==> src/rtl/uart_number_tx_if.sv <==
`default_nettype none
// ============================================================================
// Module      : uart_number_tx_if
// Description : Request/number/status bundle for the hex-number UART sender.
// Revision    : 1.0 - initial release
// ============================================================================
interface uart_number_tx_if #(
  parameter int NUMBER_WIDTH = 16
);
  logic                    send;
  logic [NUMBER_WIDTH-1:0] number;
  logic                    busy;
  logic                    done;
  logic                    usb_tx;

  modport master (
    output send,
    output number,
    input  busy,
    input  done,
    input  usb_tx
  );

  modport slave (
    input  send,
    input  number,
    output busy,
    output done,
    output usb_tx
  );
endinterface
`default_nettype wire

==> src/rtl/uart_number_tx.sv <==
`default_nettype none
// ============================================================================
// Module      : uart_number_tx
// Description : Sends a latched number as uppercase ASCII hex + CR LF, 8N1.
// Revision    : 1.0 - initial release
// ============================================================================
module uart_number_tx #(
  parameter int BOARD_CLOCK_FREQUENCY_IN_HZ = 100_000_000,
  parameter int BAUD_RATE                   = 115_200,
  parameter int NUMBER_OF_DIGITS            = 4,
  parameter int NUMBER_OF_BITS_PER_DIGIT    = 4
) (
  input  wire logic        clk,
  input  wire logic        rst,
  uart_number_tx_if.slave  bus
);

  localparam int c_clks_per_bit = BOARD_CLOCK_FREQUENCY_IN_HZ / BAUD_RATE;
  localparam int c_baud_w       = $clog2(c_clks_per_bit);
  localparam int c_num_w        = NUMBER_OF_DIGITS * NUMBER_OF_BITS_PER_DIGIT;
  localparam int c_char_w       = $clog2(NUMBER_OF_DIGITS + 2);
  localparam int c_last_char    = NUMBER_OF_DIGITS + 1;

  typedef enum logic [1:0] {
    S_IDLE  = 2'd0,
    S_START = 2'd1,
    S_DATA  = 2'd2,
    S_STOP  = 2'd3
  } state_t;

  state_t              r_state,  w_state_next;
  logic [c_baud_w-1:0] r_baud,   w_baud_next;
  logic [2:0]          r_bit,    w_bit_next;
  logic [c_char_w-1:0] r_char,   w_char_next;
  logic [c_num_w-1:0]  r_shadow, w_shadow_next;
  logic                r_tx,     w_tx_next;
  logic                r_busy,   w_busy_next;
  logic                r_done,   w_done_next;
  logic                w_wrap;
  logic [7:0]          w_char;

  // Character idx of the frame: digits MSB-first, then CR, then LF.
  function automatic logic [7:0] f_char(input logic [c_char_w-1:0] idx,
                                        input logic [c_num_w-1:0]  sh);
    logic [3:0] v;
    logic [7:0] ch;
    v = 4'h0;
    for (int d = 0; d < NUMBER_OF_DIGITS; d++) begin
      if (idx == c_char_w'(NUMBER_OF_DIGITS - 1 - d)) begin
        for (int b = 0; b < 4 && b < NUMBER_OF_BITS_PER_DIGIT; b++) begin
          v[b] = sh[d*NUMBER_OF_BITS_PER_DIGIT + b];
        end
      end
    end
    if (idx == c_char_w'(NUMBER_OF_DIGITS)) begin
      ch = 8'h0D;
    end else if (idx == c_char_w'(NUMBER_OF_DIGITS + 1)) begin
      ch = 8'h0A;
    end else if (v < 4'd10) begin
      ch = 8'h30 + {4'h0, v};
    end else begin
      ch = 8'h37 + {4'h0, v};
    end
    return ch;
  endfunction

  assign w_char = f_char(r_char, r_shadow);
  assign w_wrap = (r_baud == c_baud_w'(c_clks_per_bit - 1));

  always_comb begin
    w_state_next  = r_state;
    w_baud_next   = r_baud;
    w_bit_next    = r_bit;
    w_char_next   = r_char;
    w_shadow_next = r_shadow;
    w_tx_next     = r_tx;
    w_busy_next   = r_busy;
    w_done_next   = 1'b0;
    case (r_state)
      S_IDLE: begin
        w_tx_next   = 1'b1;
        w_busy_next = 1'b0;
        if (bus.send) begin
          w_state_next  = S_START;
          w_shadow_next = bus.number;
          w_char_next   = '0;
          w_baud_next   = '0;
          w_bit_next    = 3'd0;
          w_tx_next     = 1'b0;
          w_busy_next   = 1'b1;
        end
      end
      S_START: begin
        if (w_wrap) begin
          w_baud_next  = '0;
          w_bit_next   = 3'd0;
          w_state_next = S_DATA;
          w_tx_next    = w_char[0];
        end else begin
          w_baud_next = r_baud + c_baud_w'(1);
        end
      end
      S_DATA: begin
        if (w_wrap) begin
          w_baud_next = '0;
          if (r_bit == 3'd7) begin
            w_state_next = S_STOP;
            w_tx_next    = 1'b1;
          end else begin
            w_bit_next = r_bit + 3'd1;
            w_tx_next  = w_char[r_bit + 3'd1];
          end
        end else begin
          w_baud_next = r_baud + c_baud_w'(1);
        end
      end
      S_STOP: begin
        if (w_wrap) begin
          w_baud_next = '0;
          if (r_char < c_char_w'(c_last_char)) begin
            w_char_next  = r_char + c_char_w'(1);
            w_state_next = S_START;
            w_tx_next    = 1'b0;
          end else begin
            w_state_next = S_IDLE;
            w_tx_next    = 1'b1;
            w_busy_next  = 1'b0;
            w_done_next  = 1'b1;
          end
        end else begin
          w_baud_next = r_baud + c_baud_w'(1);
        end
      end
      default: begin
        w_state_next = S_IDLE;
        w_tx_next    = 1'b1;
        w_busy_next  = 1'b0;
      end
    endcase
  end

  always_ff @(posedge clk or posedge rst) begin
    if (rst) begin
      r_state  <= S_IDLE;
      r_baud   <= '0;
      r_bit    <= 3'd0;
      r_char   <= '0;
      r_shadow <= '0;
      r_tx     <= 1'b1;
      r_busy   <= 1'b0;
      r_done   <= 1'b0;
    end else begin
      r_state  <= w_state_next;
      r_baud   <= w_baud_next;
      r_bit    <= w_bit_next;
      r_char   <= w_char_next;
      r_shadow <= w_shadow_next;
      r_tx     <= w_tx_next;
      r_busy   <= w_busy_next;
      r_done   <= w_done_next;
    end
  end

  assign bus.usb_tx = r_tx;
  assign bus.busy   = r_busy;
  assign bus.done   = r_done;

endmodule
`default_nettype wire

==> src/flat_wrapper.sv <==
// flat-port wrapper written by rule: the top's interface ports become plain ports
module uart_number_tx_flat 
#(
  parameter int BOARD_CLOCK_FREQUENCY_IN_HZ = 100_000_000,
  parameter int BAUD_RATE                   = 115_200,
  parameter int NUMBER_OF_DIGITS            = 4,
  parameter int NUMBER_OF_BITS_PER_DIGIT    = 4
)
  (clk, rst, bus_send, bus_number, bus_busy, bus_done, bus_usb_tx);
  uart_number_tx_if bus_i ();
  input  wire logic clk;
  input  wire logic rst;
  input wire logic [$bits(bus_i.send)-1:0] bus_send;
  input wire logic [$bits(bus_i.number)-1:0] bus_number;
  output wire logic [$bits(bus_i.busy)-1:0] bus_busy;
  output wire logic [$bits(bus_i.done)-1:0] bus_done;
  output wire logic [$bits(bus_i.usb_tx)-1:0] bus_usb_tx;
  assign bus_i.send = bus_send;
  assign bus_i.number = bus_number;
  assign bus_busy = bus_i.busy;
  assign bus_done = bus_i.done;
  assign bus_usb_tx = bus_i.usb_tx;
  uart_number_tx #(.BOARD_CLOCK_FREQUENCY_IN_HZ(BOARD_CLOCK_FREQUENCY_IN_HZ), .BAUD_RATE(BAUD_RATE), .NUMBER_OF_DIGITS(NUMBER_OF_DIGITS), .NUMBER_OF_BITS_PER_DIGIT(NUMBER_OF_BITS_PER_DIGIT)) u_core (.clk(clk), .rst(rst), .bus(bus_i));
endmodule
==> config.mk <==
export PLATFORM = sky130hd
export DESIGN_NAME = uart_number_tx_flat
export DESIGN_NICKNAME = d
export VERILOG_FILES = /design/src/rtl/uart_number_tx_if.sv /design/src/rtl/uart_number_tx.sv /design/src/flat_wrapper.sv
export SDC_FILE = /design/constraint.sdc
export NUM_CORES = 1
export LEC_CHECK = 0
export ABC_AREA = 1
export CAP_MARGIN = 30
export CORE_ASPECT_RATIO = 1.75
export CORE_UTILIZATION = 43
export CTS_CLUSTER_SIZE = 28
export DETAILED_ROUTE_END_ITERATION = 10
export DONT_BUFFER_PORTS = 1
export PLACE_DENSITY_LB_ADDON = 0.12
export SETUP_SLACK_MARGIN = 0.5
export SYNTH_ARGS = -nofsm -noshare
export SYNTH_HDL_FRONTEND = slang
export SYNTH_SLANG_ARGS = --single-unit
==> constraint.sdc <==
create_clock -name clk -period 2.7 [get_ports clk]
set_input_delay 0.54 -clock clk [delete_from_list [all_inputs] [get_ports clk]]
set_output_delay 0.54 -clock clk [all_outputs]
set_load 0.01 [all_outputs]
# ---- Word level (Yosys, flattened, before mapping)
# Cells that the tools add are included.
dict set report word_totals {
  word_cells 85
  input_bits 19
  ff_bits 37
}
dict set report op_classes {
  n_eq_ne 18
  n_lt_le_gt_ge 3
  reduce_logical 11
  n_addsub 5
  muxes 40
}
# cell count
set ops {}
lappend ops {{8-bit 2-to-1 mux} 3}
lappend ops {{10-bit 2-to-1 mux} 2}
lappend ops {{10-bit case mux with 2 select lines} 1}
lappend ops {{3-bit 2-to-1 mux} 6}
lappend ops {{4-bit 2-to-1 mux} 4}
lappend ops {{6-bit by 4-bit adder with 7-bit output, first input constant} 2}
lappend ops {{1-bit 2-to-1 mux} 13}
lappend ops {{10-bit by 1-bit adder with 10-bit output, second input constant} 1}
lappend ops {{10-bit == test, second input constant} 1}
lappend ops {{2-bit 2-to-1 mux} 5}
lappend ops {{2-bit by 1-bit inequality test with 1-bit output, second input constant} 5}
lappend ops {{5-bit AND reduction} 2}
lappend ops {{3-bit == test, second input constant} 3}
lappend ops {{3-bit case mux with 3 select lines} 1}
lappend ops {{2-bit case mux with 4 select lines} 1}
lappend ops {{3-bit by 1-bit adder with 3-bit output, second input constant} 2}
lappend ops {{3-bit by 2-bit == test with 1-bit output, second input constant} 2}
lappend ops {{2-bit inequality test, second input constant} 3}
lappend ops {{3-bit case mux with 2 select lines} 1}
lappend ops {{3-bit AND reduction} 2}
lappend ops {{2-bit == test, second input constant} 2}
lappend ops {{3-bit by 4-bit < comparator with 1-bit output, second input constant} 1}
lappend ops {{4-bit < comparator, second input constant} 1}
lappend ops {{1-bit case mux with 4 select lines} 1}
lappend ops {{other kinds (12)} 12}

# ---- Depth between registers and ports, before layout
# Gate-level depths: netlist (run 1).
dict set report logic_depth {
  depth_word 14
  ltp_mapped 21
  ltp_nobuf 21
}

# ---- Least setup slack after synthesis (run 1)
# Ideal clock, no wire load.
dict set report synth_path {
  kind {reg2reg}
  startpoint {reg u_core.r_char[1]}
  endpoint {reg u_core.r_tx, in the netlist u_core.bus.usb_tx}
  n_path_buf 0
  t_arrival_ns 2.015
  path_slack_ns 0.606
  required_time_ns 2.621
  path_stages_with_launch 22
  period_less_slack_ns 2.094
  setup_ns 0.079
  cell_sequence {dfrtp_1 -> inv_1 -> ha_1 -> nand2_1 -> o21ai_1 -> inv_1 -> nand2_1 -> nand2_1 -> inv_1 -> ha_1 -> a21boi_1 -> nand2_1 -> nand3_1 -> nand3_1 -> nand2_1 -> inv_2 -> nand2_1 -> nand2_1 -> nand2_1 -> nand2_1 -> nand2_1 -> nand2_1}
}
dict set report synth_between {
  elab_chain_cells 14
}
# item line_no
set synth_lines {}
lappend synth_lines {{start: declaration} uart_number_tx.sv:34} ;# logic [c_char_w-1:0] r_char, w_char_next;
lappend synth_lines {{start signal: assignment} uart_number_tx.sv:156} ;# r_char <= w_char_next;
lappend synth_lines {{3-bit by 2-bit == test with 1-bit output} uart_number_tx.sv:49} ;# if (idx == c_char_w'(NUMBER_OF_DIGITS - 1 - d)) begin
lappend synth_lines {{4-bit 2-to-1 mux (4 in series)} uart_number_tx.sv:49}
lappend synth_lines {{6-bit by 4-bit adder with 7-bit output, or another cell as far along} uart_number_tx.sv:62} ;# ch = 8'h37 + {4'h0, v};
lappend synth_lines {{8-bit 2-to-1 mux} uart_number_tx.sv:59} ;# end else if (v < 4'd10) begin
lappend synth_lines {{8-bit 2-to-1 mux} uart_number_tx.sv:57} ;# end else if (idx == c_char_w'(NUMBER_OF_DIGITS + 1)) begin
lappend synth_lines {{8-bit 2-to-1 mux} uart_number_tx.sv:55} ;# if (idx == c_char_w'(NUMBER_OF_DIGITS)) begin
lappend synth_lines {{1-bit binary-select mux with 3-bit select} uart_number_tx.sv:111} ;# w_tx_next = w_char[r_bit + 3'd1];
lappend synth_lines {{1-bit 2-to-1 mux (not written as such)} uart_number_tx.sv:111}
lappend synth_lines {{1-bit 2-to-1 mux} uart_number_tx.sv:106} ;# if (r_bit == 3'd7) begin
lappend synth_lines {{1-bit 2-to-1 mux} uart_number_tx.sv:104} ;# if (w_wrap) begin
lappend synth_lines {{1-bit case mux with 4 select lines (*)} uart_number_tx.sv:79} ;# case (r_state)
lappend synth_lines {{end signal: assignment} uart_number_tx.sv:158} ;# r_tx <= w_tx_next;
lappend synth_lines {{end: declaration} uart_number_tx.sv:36} ;# logic r_tx, w_tx_next;
# Every way passes the cells marked *; elsewhere a longest branch is shown, timed or not. The select of a mux whose other input is x is not followed.
# A chain may end at the register's enable or synchronous reset.

# ---- Worst setup path in the final report (run 1)
# Same ends and word-level chain as after synthesis.

==> results.yml, run 1 <==
run_status:
  status: "finished, violations left"
  violations: "DRC"
logic_synthesis:
  ys_ff_latch: 37
  ys_types: 33
  yosysWarnings: 0
  synthesis.nets: 312
  avgSynthCellArea_sq_um: 8.18
  syn-cell-area_sq_mm: 0.00228
  yosysSeqAreaShare_pct: 40.6
  syn-instance-count: 279
finish:
  area_growth_pct: 16.6
  finalNetCount: 331
  drive_gt1_share_pct: 28.1
  diodes: 0
  fillers: 485
critical_path:
  crit_path_end_kind: "register"
  r2r_slack_ns: 0.59
  worstPathRequired_ns: 2.93
  critPathLaunchType: "register"
  crit_path_max_fanout: 5
  crit_type: "reg2reg"
  cp.arrival_ns: 2.35
grt:
  grt_max_degree: 38
  antenna_found_initial: 0
  track_usage_pct: 19.1
  gr-total-overflow: 0
  grt_pass1_vias: 1906
  grt_pass1_wl_mm: 8.27
routing:
  wire_per_inst_um: 13.8
  routed_via_density: 5.18
  drt_iter0_drc: 65
  drc: 4
  antenna_left: 0
  dr.pass1.iters: 7
  wl_mm: 4.86
  vias: 1829
die:
  dieArea_sq_mm: 0.00561
  rows: 34
  core_area_sq_mm: 0.00502
  start_util_pct: 45.5
  io_pins: 22
  die_h_um: 98.4
  die_w_um: 57.1
clock_tree:
  cts_tree: "yes"
  htreeDepth: 2
  root_buffer: "clkbuf_8"
  numCtsBuffers: 5
  clk-insertion-delay-late_ns: 0.30
  ctsHoldBuffers: 0
  path_clk_slew_ns: 0.08
  cts.sinks: 37
  clock_path_buffers: 2
timing:
  tightest_slew_ns: 0.710
  skew_ns: 0.0101
  period_needed_ns: 2.11
  rsz0062_at_grt: "true"
  setup_viol: 0
  fin_crit_sh_pct: 78.3
  fin_tns_setup_ns: 0
  finalHoldViolCount: 0
  slew_violations: 0
  max_slew_margin_pct: 52.6
  fmaxAchievable_mhz: 473
placed_design:
  io_buffers: 0
  place_congestion: 0.852
  dp.final_hpwl_mm: 3.53
power:
  vdd_drop_max_v: 0.000177
  power-per-cell-area_mw_per_mm2: 360
  p_leak_nw: 1.38
  power.total_w: 0.000959
run:
  max-cap-violations: 0
worst_hold_path:
  min_path_type: "in2async"
worst max-delay path, stage by stage (launching register included):
cell	delay, ns
dfrtp_1	0.44
buf_6	0.15
ha_4	0.17
nand2_4	0.08
nand3_2	0.07
nand3_2	0.08
nand2_2	0.07
nand2_2	0.07
inv_2	0.05
ha_4	0.24
nand3b_1	0.09
nand2_1	0.07
a21oi_2	0.12
nand2_1	0.06
nand2_1	0.06
nand2_1	0.04
nand2_1	0.05
nand2_1	0.04
nand2_1	0.05
nand2_1	0.05
state kept, by name, summed over array words and instances, names as in the netlist:
register and cells:
u_core.r_shadow 16, u_core.r_baud 10, u_core.r_bit 3, u_core.r_char 3
u_core.r_state 2, u_core.bus.busy 1, u_core.bus.done 1, u_core.bus.usb_tx 1
cells by family after synthesis:
group                      share of synthesized area, %
and+or+nand+nor                                    28.0
buffers and inverters                              8.22
DFF                                                40.6
AOI/OAI and AO/OA                                  7.40
muxes                                              7.35
adders and majority gates                          7.68
xor gates and xnor gates                          0.768
power breakdown:
| group | switching, W | total, W | internal (W) |
|---|---|---|---|
| logic | 0.0000114 | 0.0000130 | 0.00000153 |
| registers | 0 | 0.000554 | 0.000554 |
| clock network | 0.000214 | 0.000392 | 0.000178 |
| total | 0.000225 | 0.000959 | 0.000734 |
final timing paths:
kind	start	to	cells past startpoint
worst max register to register	u_core.r_char[1]	u_core.bus.usb_tx	19
worst min register to register	u_core.r_bit[2]	u_core.r_bit[2]	2
max in group asynchronous	rst	u_core.bus.usb_tx	2
worst max-delay path	u_core.r_char[1]	u_core.bus.usb_tx	19
worst min-delay path	rst	u_core.r_shadow[1]	2
min in group clk	bus_number[0]	u_core.r_shadow[0]	1
routing by layer:
metal	routed length, um	track usage, %
met1	1860	19.3
met2	2640	34.5
met3	145	3.84
met4	218	12.6
met5	0	0
final cells by class:
class | instances | area, sq um | share of cell area [%]
flip-flops and latches | 37 | 928 | 34.9
repair buffers | 14 | 113 | 4.23
clock buffers | 5 | 68.8 | 2.59
well taps | 54 | 67.6 | 2.54
clock inverters | 3 | 17.5 | 0.658
multi-input cells | 194 | 1290 | 48.3
inverters | 46 | 180 | 6.77
synth_stat cells, drive strengths merged:
master,n,area share [%]
nand3,25,6.4
dfstp,1,1.2
mux2i,1,0.44
xor2,2,0.77
dfrtp,36,39
clkbuf,1,0.16
nor4,1,0.27
mux2,14,6.9
nand4,3,0.82
nor2,26,4.4
a211oi,2,0.66
or2,3,0.93
o31ai,1,0.33
o22ai,1,0.27
nor3,4,0.88
nand2,69,14
inv,46,7.6
o21ai,14,3.1
nand3b,2,0.66
ha,14,7.7
o2111ai,1,0.38
buf,1,0.49
a21boi,1,0.33
a21oi,10,2.4
what timing repair did:
action,4_1_cts,5_1_grt
cloned,0,0
pin swaps,0,9
setup buffers,3,10
setup endpoints to repair,1,4
resized for setup,14,21
layout by cell type, fill, tap and decap left out, types with 3 or more instances in the layout:
cell,synthesis,routed
mux2_2,14,14
nor2_1,25,24
nand2_2,6,9
nor3_1,4,3
a21oi_1,9,9
buf_4,0,12
inv_1,40,37
ha_1,14,8
inv_2,6,7
o21ai_0,12,12
nand3_1,21,19
nand2_1,58,52
nand4_1,3,3
ha_4,0,5
dfrtp_1,36,35
nand2_4,5,8
clkbuf_8,0,5
nand3_2,4,6
per-stage QoR:
stage | utilization (%) | hold slack (ns) | setup slack, ns | instances | instance area [sq um]
finish | 53.0 | 0.235 | 0.585 | 353 | 2660
CTS | 49.8 | 0.250 | 0.537 | 343 | 2500
detailed placement | 46.7 | 0.493 | 0.365 | 332 | 2340
global placement | 46.7 | 0.481 | 0.439 | 332 | 2340
floorplan | - | 0.457 | 0.606 | 279 | 2280
global route | 53.0 | 0.291 | 0.383 | 353 | 2660
Power figures use the tool's default switching activity.
==> inputs of run 2 (changes only) <==
clock period = 2 ns   (was 2.7 ns; I/O delays follow)
==> run 2 against run 1 <==
Net effect: the run ends with setup timing left; fmax grew 0.55%; first-iteration DRC count shrank 35%; via count grew 12%; routed wire length grew 11%; largest cell class unchanged.
==> results.yml, run 2 (same netlist as run 1, synthesis figures left out) <==
finish:
  regMostFlops: "u_core.r_shadow"
  fillers: 456
  finalNetCount: 366
  largest_registers: "u_core.r_shadow (16), u_core.r_baud (10)"
  final_cell_mix: "nand2_1, buf_4, dfrtp_1"
  area_growth_pct: 38.0
  final_cell_area_sq_mm: 0.00315
  diodes: 0
  final_common_cell: "nand2_1"
  largest_reg_flops: 16
  drive_gt1_share_pct: 49.4
timing:
  slew_violations: 0
  hold_ws_ns: 0.105
  tightest_slew_ns: 0.484
  skew_ns: 0.00402
  setup_viol: 1
  fmaxAchievable_mhz: 475
  max_slew_margin_pct: 67.8
  fin_crit_sh_pct: 105
  worst_slack_ns: -0.103
  rsz0062_at_grt: "true"
  finalHoldViolCount: 0
  period_needed_ns: 2.10
power:
  p_leak_nw: 1.60
  internal_power_w: 0.000997
  pwr-share-clk_pct: 41.7
  p_sw_w: 0.000317
  vdd_drop_max_v: 0.000440
  power-per-cell-area_mw_per_mm2: 417
  switching_share_pct: 24.1
  seqPwrFrac_pct: 56.9
  comb_power_share_pct: 1.4
clock_tree:
  cts.sinks: 37
  ctsHoldBuffers: 0
  numCtsBuffers: 5
  cts_tree: "yes"
  htreeDepth: 2
  clock_path_buffers: 2
  root_buffer: "clkbuf_8"
  clk-insertion-delay-late_ns: 0.29
  path_clk_slew_ns: 0.08
run:
  max-cap-violations: 0
routing:
  drc: 0
  routed_via_density: 5.27
  drt_iter0_drc: 42
  dr.pass1.iters: 4
  vias: 2043
  wl_mm: 5.42
  wire_per_inst_um: 14.0
  antenna_left: 0
grt:
  track_usage_pct: 20.6
  grt_pass1_vias: 2158
  antenna_found_initial: 0
  gr-total-overflow: 0
  grt_pass1_wl_mm: 9.04
  grt_max_degree: 38
die:
  dieArea_sq_mm: 0.00561
  io_pins: 22
  rows: 34
  die_h_um: 98.4
  start_util_pct: 45.5
  die_w_um: 57.1
  core_area_sq_mm: 0.00502
critical_path:
  critPathLaunchType: "register"
  cp.arrival_ns: 2.33
  crit_path_end_kind: "register"
  crit_path_max_fanout: 4
  crit_type: "reg2reg"
  worstPathRequired_ns: 2.23
worst_hold_path:
  min_path_type: "in2async"
placed_design:
  place_congestion: 0.826
  io_buffers: 0
  place_ws_ns: -0.114
  place_area_sq_mm: 0.00263
  dp.final_hpwl_mm: 3.75
run_status:
  status: "finished, violations left"
  violations: "setup timing"
[run 2: changes by cell type in the layout (fill, tap and decap cells not counted), moves of 4 or more]
cell     delta
o21ai_2     +5
o21ai_0     -8
nor2_4      +5
buf_4      +32
inv_2      +11
nand2_1     -4
nor2_1      -8
dfrtp_2     +5
dfrtp_1     -5
inv_1      -12
[run 2: what timing repair did]
item                       in CTS  in global routing
setup buffers                  18                 11
pin swaps                      19                 13
resized for setup              46                 25
setup endpoints to repair      32                 32
[run 2: worst max-delay path: stages (launching register included)]
cell and delay (ns):
dfrtp_2 0.47, ha_4 0.18, ha_4 0.16, nand2_1 0.06, nand2_1 0.06, nand3_2 0.07
nand2_2 0.08, nand2_4 0.09, ha_4 0.13, a21boi_2 0.15, nand2_1 0.06, nand3_1 0.06
nand3_1 0.07, nand2_1 0.08, inv_2 0.03, nand2_1 0.05, nand2_1 0.04, nand2_1 0.05
nand2_1 0.04, nand2_1 0.05, nand2_1 0.04
[run 2: worst paths after layout]
path / startpoint / to / slack, ns / depth (start not counted)
min: rst / u_core.r_shadow[0] / 0.11 / 2
max in group asynchronous: rst / u_core.r_bit[0] / 1.53 / 2
max reg2reg: u_core.r_char[0] / u_core.bus.usb_tx / -0.10 / 20
min reg2reg: u_core.r_bit[2] / u_core.r_bit[2] / 0.51 / 2
min in group clk: bus_number[2] / u_core.r_shadow[2] / 0.25 / 1
max: u_core.r_char[0] / u_core.bus.usb_tx / -0.10 / 20
[run 2: metrics by stage]
step	TNS [ns]	util, %	cells	total power, W
global route	-0.285	62.7	388	0.00136
finish	-0.103	62.7	388	0.00131
global placement	-0.0576	52.5	351	0.000782
floorplan	0	-	279	0.000775
detailed placement	-0.114	52.5	351	0.000782
CTS	-0.116	59.5	377	0.00134
[run 2: cell type report]
class	count	area, sq um	area share, %
inverter	46	183	5.80
multi-input combinational	194	1480	47.0
sequential	37	935	29.7
tap	54	67.6	2.15
timing repair buffer	49	395	12.6
clock inverter	3	21.3	0.675
clock buffer	5	68.8	2.19
[run 2: power by group through the flow]
stage / clock (W) / combinational [W] / sequential [W]
after CTS: 0.000569 / 0.0000196 / 0.000747
after detailed placement: 0 / 0.0000198 / 0.000762
final: 0.000549 / 0.0000183 / 0.000747
after global placement: 0 / 0.0000194 / 0.000762
after floorplan: 0 / 0.0000127 / 0.000762
after global routing: 0.000590 / 0.0000221 / 0.000747
[run 2: layer usage]
metal  routed length [um]  part of all wire (%)  global-route usage (%)
met1                 1960                    36                    19.0
met2                 3120                    58                    41.4
met3                  155                   2.9                    3.31
met4                  179                   3.3                    9.38
met5                    0                     0                       0
